$ cat src/rtl/jimmy_pkg.sv
// Shared types for the jimmy teaching CPU: opcodes, FSM states, port indices
// and the 8-bit ALU used by the core.
package jimmy_pkg;

  typedef enum logic [3:0] {
    OP_NOP  = 4'h0, OP_LDI = 4'h1, OP_IN  = 4'h2, OP_OUT = 4'h3,
    OP_MOV  = 4'h4, OP_ADD = 4'h5, OP_SUB = 4'h6, OP_AND = 4'h7,
    OP_OR   = 4'h8, OP_XOR = 4'h9, OP_JMP = 4'hA, OP_JZ  = 4'hB,
    OP_JNZ  = 4'hC, OP_JC  = 4'hD, OP_HALT = 4'hE, OP_RSV = 4'hF
  } opcode_e;

  typedef enum logic [1:0] {
    ST_FETCH, ST_EXEC, ST_OPERAND, ST_HALT
  } state_e;

  localparam logic [1:0] PORT_A       = 2'd0;
  localparam logic [1:0] PORT_B       = 2'd1;
  localparam logic [1:0] PORT_PRODUCT = 2'd2;

  typedef struct packed {
    logic [7:0] res;
    logic       z;
    logic       c;
  } alu_out_t;

  // SUB reports borrow in C; logic ops clear it.
  function automatic alu_out_t alu(input opcode_e op, input logic [7:0] a,
                                   input logic [7:0] b);
    alu_out_t   o;
    logic [8:0] wide;
    o    = '0;
    wide = {1'b0, a} + {1'b0, b};
    case (op)
      OP_ADD: begin o.res = wide[7:0]; o.c = wide[8]; end
      OP_SUB: begin o.res = a - b;     o.c = (b > a); end
      OP_AND: o.res = a & b;
      OP_OR:  o.res = a | b;
      OP_XOR: o.res = a ^ b;
      default: o.res = a;
    endcase
    o.z = (o.res == 8'h00);
    return o;
  endfunction

  function automatic logic is_two_byte(input opcode_e op);
    return (op == OP_LDI) || (op == OP_JMP) || (op == OP_JZ) ||
           (op == OP_JNZ) || (op == OP_JC);
  endfunction

endpackage

$ cat src/rtl/jimmy_system_if.sv
// I/O ports and observation buses of the jimmy CPU.
interface jimmy_system_if;
  logic [7:0] in_port_0;
  logic [7:0] in_port_1;
  logic [7:0] out_port_2;
  logic [3:0] out_strobe;
  logic [7:0] inst_address_bus;
  logic [7:0] inst_data_bus;

  modport master (input in_port_0, in_port_1,
                  output out_port_2, out_strobe, inst_address_bus, inst_data_bus);
  modport slave  (output in_port_0, in_port_1,
                  input out_port_2, out_strobe, inst_address_bus, inst_data_bus);
endinterface

$ cat src/rtl/jimmy_system_program_memory.sv
// 256x8 synchronous program ROM holding the multiply-by-repeated-addition
// program; data_bus follows address_bus one clock edge later.
module program_memory (
  input  logic       clk,
  input  logic       reset,
  input  logic [7:0] address_bus,
  output logic [7:0] data_bus
);
  logic [7:0] data_d, data_q;

  always_comb begin
    data_d = 8'h00;
    case (address_bus)
      8'h00: data_d = 8'h20;
      8'h01: data_d = 8'h25;
      8'h02: data_d = 8'h18;
      8'h03: data_d = 8'h00;
      8'h04: data_d = 8'h1C;
      8'h05: data_d = 8'h01;
      8'h06: data_d = 8'h85;
      8'h07: data_d = 8'hB0;
      8'h08: data_d = 8'h0D;
      8'h09: data_d = 8'h58;
      8'h0A: data_d = 8'h67;
      8'h0B: data_d = 8'hA0;
      8'h0C: data_d = 8'h06;
      8'h0D: data_d = 8'h3A;
      8'h0E: data_d = 8'hE0;
      default: data_d = 8'h00;
    endcase
  end

  always_ff @(posedge clk or negedge reset) begin
    if (!reset) data_q <= 8'h00;
    else        data_q <= data_d;
  end

  assign data_bus = data_q;
endmodule

$ cat src/rtl/jimmy_system.sv
// jimmy CPU core: FETCH/EXEC/OPERAND/HALT sequencer, four registers, Z/C
// flags and a registered output port with a one-cycle one-hot strobe.
module jimmy_system
  import jimmy_pkg::*;
(
  input  logic               clk,
  input  logic               reset,
  jimmy_system_if.master     io
);
  state_e     state_d, state_q;
  logic [7:0] pc_d, pc_q;
  logic [5:0] ir_d, ir_q;
  logic [7:0] regs_d [4];
  logic [7:0] regs_q [4];
  logic       z_d, z_q, c_d, c_q;
  logic [7:0] out_d, out_q;
  logic [3:0] strobe_d, strobe_q;
  logic [7:0] data_bus;

  opcode_e    op;
  logic [1:0] rd, rs;
  alu_out_t   alu_r;

  program_memory u_rom (
    .clk         (clk),
    .reset       (reset),
    .address_bus (pc_q),
    .data_bus    (data_bus)
  );

  always_comb begin
    state_d  = state_q;
    pc_d     = pc_q;
    ir_d     = ir_q;
    regs_d   = regs_q;
    z_d      = z_q;
    c_d      = c_q;
    out_d    = out_q;
    strobe_d = 4'b0000;
    op       = opcode_e'(data_bus[7:4]);
    rd       = data_bus[3:2];
    rs       = data_bus[1:0];
    alu_r    = alu(op, regs_q[rd], regs_q[rs]);

    case (state_q)
      ST_FETCH: begin
        pc_d    = pc_q + 8'd1;
        state_d = ST_EXEC;
      end
      ST_EXEC: begin
        state_d = ST_FETCH;
        if (is_two_byte(op)) begin
          ir_d    = data_bus[7:2];
          pc_d    = pc_q + 8'd1;
          state_d = ST_OPERAND;
        end else begin
          case (op)
            OP_IN: begin
              if (rs == PORT_A)      regs_d[rd] = io.in_port_0;
              else if (rs == PORT_B) regs_d[rd] = io.in_port_1;
              else                   regs_d[rd] = 8'h00;
            end
            OP_OUT: begin
              strobe_d[rs] = 1'b1;
              if (rs == PORT_PRODUCT) out_d = regs_q[rd];
            end
            OP_MOV: regs_d[rd] = regs_q[rs];
            OP_ADD, OP_SUB, OP_AND, OP_OR, OP_XOR: begin
              regs_d[rd] = alu_r.res;
              z_d        = alu_r.z;
              c_d        = alu_r.c;
            end
            OP_HALT: state_d = ST_HALT;
            default: ;
          endcase
        end
      end
      // Operand byte is on data_bus; IR carries the opcode and rd.
      ST_OPERAND: begin
        state_d = ST_FETCH;
        case (opcode_e'(ir_q[5:2]))
          OP_LDI: regs_d[ir_q[1:0]] = data_bus;
          OP_JMP: pc_d = data_bus;
          OP_JZ:  if (z_q)  pc_d = data_bus;
          OP_JNZ: if (!z_q) pc_d = data_bus;
          OP_JC:  if (c_q)  pc_d = data_bus;
          default: ;
        endcase
      end
      default: state_d = ST_HALT;
    endcase
  end

  always_ff @(posedge clk or negedge reset) begin
    if (!reset) begin
      state_q  <= ST_FETCH;
      pc_q     <= 8'h00;
      ir_q     <= '0;
      regs_q   <= '{default: 8'h00};
      z_q      <= 1'b0;
      c_q      <= 1'b0;
      out_q    <= 8'h00;
      strobe_q <= 4'b0000;
    end else begin
      state_q  <= state_d;
      pc_q     <= pc_d;
      ir_q     <= ir_d;
      regs_q   <= regs_d;
      z_q      <= z_d;
      c_q      <= c_d;
      out_q    <= out_d;
      strobe_q <= strobe_d;
    end
  end

  assign io.out_port_2       = out_q;
  assign io.out_strobe       = strobe_q;
  assign io.inst_address_bus = pc_q;
  assign io.inst_data_bus    = data_bus;
endmodule

$ cat src/flat_wrapper.sv
// flat-port wrapper written by rule: the top's interface ports become plain ports
module jimmy_system_flat import jimmy_pkg::*;
  (clk, reset, io_in_port_0, io_in_port_1, io_out_port_2, io_out_strobe, io_inst_address_bus, io_inst_data_bus);
  jimmy_system_if io_i ();
  input  logic clk;
  input  logic reset;
  input wire logic [$bits(io_i.in_port_0)-1:0] io_in_port_0;
  input wire logic [$bits(io_i.in_port_1)-1:0] io_in_port_1;
  output wire logic [$bits(io_i.out_port_2)-1:0] io_out_port_2;
  output wire logic [$bits(io_i.out_strobe)-1:0] io_out_strobe;
  output wire logic [$bits(io_i.inst_address_bus)-1:0] io_inst_address_bus;
  output wire logic [$bits(io_i.inst_data_bus)-1:0] io_inst_data_bus;
  assign io_i.in_port_0 = io_in_port_0;
  assign io_i.in_port_1 = io_in_port_1;
  assign io_out_port_2 = io_i.out_port_2;
  assign io_out_strobe = io_i.out_strobe;
  assign io_inst_address_bus = io_i.inst_address_bus;
  assign io_inst_data_bus = io_i.inst_data_bus;
  jimmy_system u_core (.clk(clk), .reset(reset), .io(io_i));
endmodule
$ cat config.mk
export PLATFORM = sky130hd
export DESIGN_NAME = jimmy_system_flat
export DESIGN_NICKNAME = d
export VERILOG_FILES = /design/src/rtl/jimmy_pkg.sv /design/src/rtl/jimmy_system_if.sv /design/src/rtl/jimmy_system_program_memory.sv /design/src/rtl/jimmy_system.sv /design/src/flat_wrapper.sv
export SDC_FILE = /design/constraint.sdc
export NUM_CORES = 1
export LEC_CHECK = 0
export ABC_AREA = 1
export CAP_MARGIN = 20
export CORE_AREA = 3 3 129 131
export DETAILED_ROUTE_END_ITERATION = 12
export DIE_AREA = 0 0 132 134
export RECOVER_POWER = 100
export SLEW_MARGIN = 20
export SYNTH_ARGS = -nofsm -noshare
export SYNTH_HDL_FRONTEND = slang
export SYNTH_SLANG_ARGS = --single-unit
$ cat constraint.sdc
create_clock -name clk -period 3.9 [get_ports clk]
set_input_delay 0.78 -clock clk [delete_from_list [all_inputs] [get_ports clk]]
set_output_delay 0.78 -clock clk [all_outputs]
set_load 0.01 [all_outputs]
* Word level (Yosys, flattened, before mapping)
Memories as Yosys holds them, arrays and structs flattened.
Index checks and enable logic that the tools add are counted.
** Cells by class
- Divide/modulo/power cells :: 0
- $add $sub $neg :: 3
- Multiplexer cells :: 38
- Multiply operators :: 0
- Shift-type cells :: 0
- Order comparisons :: 8
- Reductions and logical operators :: 19
- Bitwise operators :: 9
- Equality and inequality tests :: 31
** Operators by type and width (number)
- 32-bit bitwise mux :: 5
- 32-bit 2-to-1 mux :: 4
- 32-bit one-hot mux with 3 select lines :: 1
- 8-bit 2-to-1 mux :: 11
- 32-bit one-hot mux with 2 select lines :: 1
- 4-bit == test, second input constant :: 11
- 8-bit one-hot mux with 5 select lines :: 1
- 32-bit AND :: 1
- 8-bit binary-select mux with 2-bit select :: 2
- 8-bit demux with 2-bit select :: 2
- 32-bit NOT :: 1
- 8-bit one-hot mux with 4 select lines :: 1
- 8-bit one-hot mux with 3 select lines :: 1
- 4-bit by 3-bit == test with 1-bit output, second input constant :: 4
- 4-bit 2-to-1 mux :: 3
- 8-bit by 8-bit adder with 9-bit output :: 1
- 3-bit >= comparator, second input constant :: 3
- 2-bit NOT with 3-bit output :: 3
- 8-bit by 1-bit adder with 8-bit output, second input constant :: 1
- 8-bit AND :: 1
- 4-bit by 1-bit == test with 1-bit output, second input constant :: 2
- 4-bit by 2-bit == test with 1-bit output, second input constant :: 2
- 8-bit greater-than comparator :: 1
- 8-bit zero test :: 1
- 31 further kinds :: 44
** Storage, ports and cells
- ROM bits :: 128
- Bits in registers :: 70
- Input port bits :: 18
- RAM bits :: 0
- Output and inout port bits :: 28
- Memories kept :: 1
- Bits in latches :: 0
** Memory list
- (name not given) :: depth 16, bits a word 8, read ports 1, clocked after memory_dff 0, wr ports 0, RTL line jimmy_system_program_memory.sv:13 : case (address_bus)

* Depth between registers and ports, before layout
- Depth after elaboration :: 12
- Mapped depth :: 22
- Gate-level depth less buffers :: 22

* Cells and area by module
A second synthesis with hierarchy kept.
** Second synthesis, totals
- Cell total of the unflattened synthesis :: 1146
- Area, all modules :: 6956.7 µm²
** By module, submodules not included
- jimmy_system :: seq. area each 1551.5 µm², cells an instance 1075, area an instance 6429.9 µm², instances 1
- program_memory :: seq. area each 200.2 µm², cells an instance 71, area an instance 526.8 µm², instances 1

* Worst setup path after synthesis
No wires, ideal clock.
- Path type :: reg2reg
- From :: reg u_core.u_rom.data_q[1], in the netlist u_core.u_rom.data_bus[1]
- To :: reg u_core.regs_q[2] (netlist name)
- Slack :: 1.051 ns
- Arrival time :: 2.728 ns
- Library setup time :: 0.121 ns
- Required time :: 3.779 ns
- Period minus slack after synthesis :: 2.849 ns
- Stages on the path, launching flop included :: 18
- Buffers on the path :: 1
- Cell sequence :: dfrtp_1 buf_4 nand2_2 o221ai_1 ha_1 inv_1 fa_1 or2_2 nand3_1 o21ai_0 nor2_1 nand3_1 o21ai_1 nand2_1 nand3_1 nand2_1 nand2_1 a21oi_1
** On the way
- Longest elaborated chain between the ends :: 10
** RTL lines
- from (decl) :: RTL line jimmy_system_program_memory.sv:9 : logic [7:0] data_d, data_q;
- from (signal assigned) :: RTL line jimmy_system_program_memory.sv:35 : else data_q <= data_d;
- 2-bit NOT with 3-bit output (not written as such) :: RTL line jimmy_system.sv:43, jimmy_system.sv:67
- 8-bit binary-select mux with 2-bit select :: RTL line jimmy_system.sv:43, jimmy_system.sv:67
- 8-bit 2-to-1 mux (not written as such) (2 in series) :: RTL line jimmy_system.sv:43, jimmy_system.sv:67
- 8-bit subtractor (tied with other cells) :: RTL line jimmy_pkg.sv:35 : OP_SUB: begin o.res = a - b; o.c = (b > a); end
- 8-bit one-hot mux with 5 select lines :: RTL line jimmy_pkg.sv:33 : case (op)
- 32-bit bitwise mux :: RTL line jimmy_system.sv:69 : regs_d[rd] = alu_r.res;
- 32-bit one-hot mux with 3 select lines (*) :: RTL line jimmy_system.sv:57 : case (op)
- 32-bit 2-to-1 mux (*) :: RTL line jimmy_system.sv:52 : if (is_two_byte(op)) begin
- 32-bit one-hot mux with 2 select lines (*) :: RTL line jimmy_system.sv:45 : case (state_q)
- to (signal assigned) :: RTL line jimmy_system.sv:108 : regs_q <= regs_d;
- to (decl) :: RTL line jimmy_system.sv:14 : logic [7:0] regs_q [4];
Mark *: on every way between the ends. The rest lies on a longest branch, timed or not. The select of a mux whose other input is x is not followed.
A chain may end at the register's enable or synchronous reset.

* Final worst setup path
- From :: reg u_core.u_rom.data_q[7], in the netlist u_core.u_rom.data_bus[7]
- To :: reg u_core.regs_q[3] (netlist name)
** On the way
- Longest elaborated chain between the ends :: 7
** RTL lines
- branches (longest 7 deep; another with 32-bit bitwise mux)
Several ways; the timed one is not identified. The select of a mux whose other input is x is not followed.

==> impl_metrics.csv <==
group,metric,value,unit
run_status,status,"finished with violations",
run_status,violations,"capacitance limit, slew limit",
min_path,worstHoldStart,"u_core.io.out_port_2[1]$_DFFE_PN0P_",
timing,min_period,3.54,ns
cts,cts.clk_slew.worst_paths,0.06,ns
yosys,yosys-top-cells-count,"369 x nand2_1, 147 x nor2_1, 140 x inv_1, 103 x a21oi_1",
power,p_int,0.00247,W
cts,cts_tree,"done",
timing,tightest_slew,1.96,ns
floorplan,pin_count,46,
grt,grt_pass1_vias,7131,
grt,overflow,0,
cts,numCtsBuffers,9,
cts,clock-root-buffer,"clkbuf_16",
cts,cts.sinks,70,
flow_run,drv_cap,3,
floorplan,die_w,132,µm
final_layout,final_util,0.508,
timing,clock-skew-final,0.0124,ns
yosys,yosys.area.top_type,"dfrtp_1",
yosys,synth_top_area_frac,0.251,
floorplan,initial_core_util,0.445,
grt,track_usage,0.287,
worst_setup_path,ff2ff_path_depth,12,
worst_setup_path,cp_max_fo,33,
worst_setup_path,reg2reg_slack,0.36,ns
worst_setup_path,cp-start-kind,"register",
timing,slew_violations,123,
placement,place_hpwl,18.7,mm
grt,grt_max_degree,71,
floorplan,die_y,134,µm
yosys,async_flop_share,1.00,
grt,grt_pass1_wl,39.7,mm
final_layout,antennaDiodeCount,0,
power,pwr-share-clk,0.179,
yosys,synthCells,1157,
yosys,synth.most_common_cell,"nand2_1",
yosys,synth_area_leaders,"dfrtp_1 25%, nand2_1 20%, nor2_1 7.9%",
placement,io_buffers,45,
timing,min_period_over_period,0.908,
timing,hold_viol_final,0,
cts,clockBufferDepth,2,
yosys,seq_area_frac_synth,0.251,
route,via_per_inst,5.52,
cts,hold_buffers,0,
yosys,yosysWarnings,0,
worst_setup_path,arrival,3.77,ns
placement,gp_congestion,0.952,
final_layout,fill_cells,1664,
cts,clk_latency,0.35,ns
yosys,synth_area,6990,µm²
worst_setup_path,timing.rr.start,"u_core.u_rom.data_bus[7]$_DFF_PN0_",
floorplan,core_area,15700,µm²
power,powerDensity,623,nW/µm²
worst_setup_path,end_kind,"register",
timing,relSlewSlack,-0.304,
floorplan,die-area,17700,µm²
timing,fin_setup_tns,0,ns
worst_setup_path,rr_endpoint,"u_core.regs_q[3]$_DFFE_PN0P_",
timing,fmax,282,MHz
route,num_vias,7824,
worst_setup_path,required,4.13,ns
grt,antenna_found_initial,0,
final_layout,nNetsFinal,1249,
power,p_switching,0.00251,W
cts,cts.htree.levels,3,
power,switching_share,0.504,
route,drt-total-wl,25.8,mm
min_path,whs_path_depth,2,
power,p_comb_frac,0.572,
floorplan,rows,46,
yosys,synth.avg_cell_area,6.04,µm²
final_layout,drive_gt1_frac,0.0783,
min_path,hold_class,"reg2reg",
power,ir_worst_vdd,0.247,mV
route,drc,0,
power,p_leak,4.24,nW
timing,rsz0062_at_grt,"no",
power,finalPower,0.00498,W
worst_setup_path,path_class,"reg2reg",
route,drt_iter0_drc,914,
route,dr.pass1.iters,7,
power,seq_power_share,0.249,
final_layout,area_delta_synth_final,14.2,%
yosys,synth_edf_count,0,
route,detail-route-antenna-nets,0,
yosys,synth_ff_type,"dfrtp_1",
yosys,syn_nets,1210,
yosys,ys_ff_latch,70,
yosys,yosysUniqueCellTypes,49,
timing,finalSetupViolCount,0,
route,wl_per_cell,18.2,µm
min_path,hold_end,"u_core.io.out_port_2[1]$_DFFE_PN0P_",
==> power groups by stage <==
stage | combinational (W) | sequential [W] | clock (W)
3_5_place_dp | 0.00281 | 0.00124 | 0
2_1_floorplan | 0.00209 | 0.00117 | 0
5_1_grt | 0.00323 | 0.00128 | 0.000927
4_1_cts | 0.00282 | 0.00123 | 0.000903
6_report | 0.00285 | 0.00124 | 0.000892
3_3_place_gp | 0.00281 | 0.00125 | 0
==> state kept, by name (all words and copies together), names as in the netlist <==
| register | count |
|---|---|
| u_core.io.out_port_2 | 8 |
| u_core.state_q | 2 |
| u_core.u_rom.data_bus | 8 |
| u_core.c_q | 1 |
| u_core.regs_q | 32 |
| u_core.io.out_strobe | 4 |
| u_core.io.inst_address_bus | 8 |
| u_core.z_q | 1 |
| u_core.ir_q | 6 |
==> layout make-up <==
type,instances,area (µm²),area share
tap,216,270,0.0339
sequential,70,1750,0.220
clock buffer,10,239,0.0299
multi-input combinational,888,4430,0.554
timing repair buffer,70,633,0.0793
inverter,157,594,0.0744
clock inverter,6,68.8,0.00862
==> worst max path at each step <==
stage / start / depth (start not counted) / slack [ns] / end
2_1_floorplan: u_core.u_rom.data_bus[1]$_DFF_PN0_ / 17 / 1.05 / u_core.regs_q[2]$_DFFE_PN0P_
5_1_grt: u_core.u_rom.data_bus[7]$_DFF_PN0_ / 12 / 0.08 / u_core.regs_q[23]$_DFFE_PN0P_
3_5_place_dp: u_core.u_rom.data_bus[1]$_DFF_PN0_ / 20 / 0.39 / u_core.regs_q[23]$_DFFE_PN0P_
6_report: u_core.u_rom.data_bus[7]$_DFF_PN0_ / 12 / 0.36 / u_core.regs_q[3]$_DFFE_PN0P_
4_1_cts: u_core.u_rom.data_bus[1]$_DFF_PN0_ / 20 / 0.37 / u_core.regs_q[23]$_DFFE_PN0P_
3_3_place_gp: u_core.u_rom.data_bus[1]$_DFF_PN0_ / 20 / 0.41 / u_core.regs_q[5]$_DFFE_PN0P_
==> per-layer routing <==
metal / track usage / routed length [µm] / up-vias
met1: 0.383 / 11100 / 3579
li1: - / - / 3794
met4: 0.125 / 1130 / 0
met3: 0.0491 / 2140 / 80
met5: 0 / 0 / -
met2: 0.459 / 11400 / 371
==> repair_timing <==
item / CTS / global route
setup endpoints to repair: 0 / 4
buffers inserted: 0 / 0
resized for setup: 0 / 3
==> per-stage QoR <==
stage          hold slack [ns]  worst slack, ns  area, µm²  std cells
2_1_floorplan            0.476             1.05       6990       1157
3_3_place_gp             0.504            0.414       7690       1401
3_5_place_dp             0.514            0.388       7690       1401
4_1_cts                  0.529            0.365       8000       1417
5_1_grt                  0.548           0.0793       7980       1417
6_report                 0.514            0.359       7980       1417
==> kinds of logic (layout without fill, tap and decap cells) <==
group,Yosys count,in the layout,synth area share
AO/OA/AOI/OAI,215,215,0.183
XOR/XNOR,3,3,0.00376
adder cells (fa/ha/maj),35,35,0.0648
buffers and inverters,199,243,0.115
flip-flops,70,70,0.251
AND/OR/NAND/NOR,635,635,0.383
==> layout by cell type, fill, tap and decap left out, drive strengths merged, types with 6 or more instances in the layout <==
master,n
a21oi,103
a22oi,13
buf,25
clkbuf,11
clkdlybuf4s50,17
dfrtp,70
dlygate4sd3,27
ha,33
inv,157
nand2,376
nand3,71
nor2,153
nor3,19
o21ai,53
o221ai,9
o22ai,20
or2,6
==> critical path, stage by stage, from the launching register on <==
cell and delay [ns]:
dfrtp_1 0.50, inv_2 0.16, nand2_4 0.12, o21ai_2 1.29, inv_2 0.41, nor2_1 0.21, nand3_1 0.10, nand2_1 0.25
nand2_1 0.08, nand3_1 0.09, nand2_1 0.07, nand2_1 0.06, a21oi_1 0.06
No activity file was read; power rests on OpenSTA's default activity.
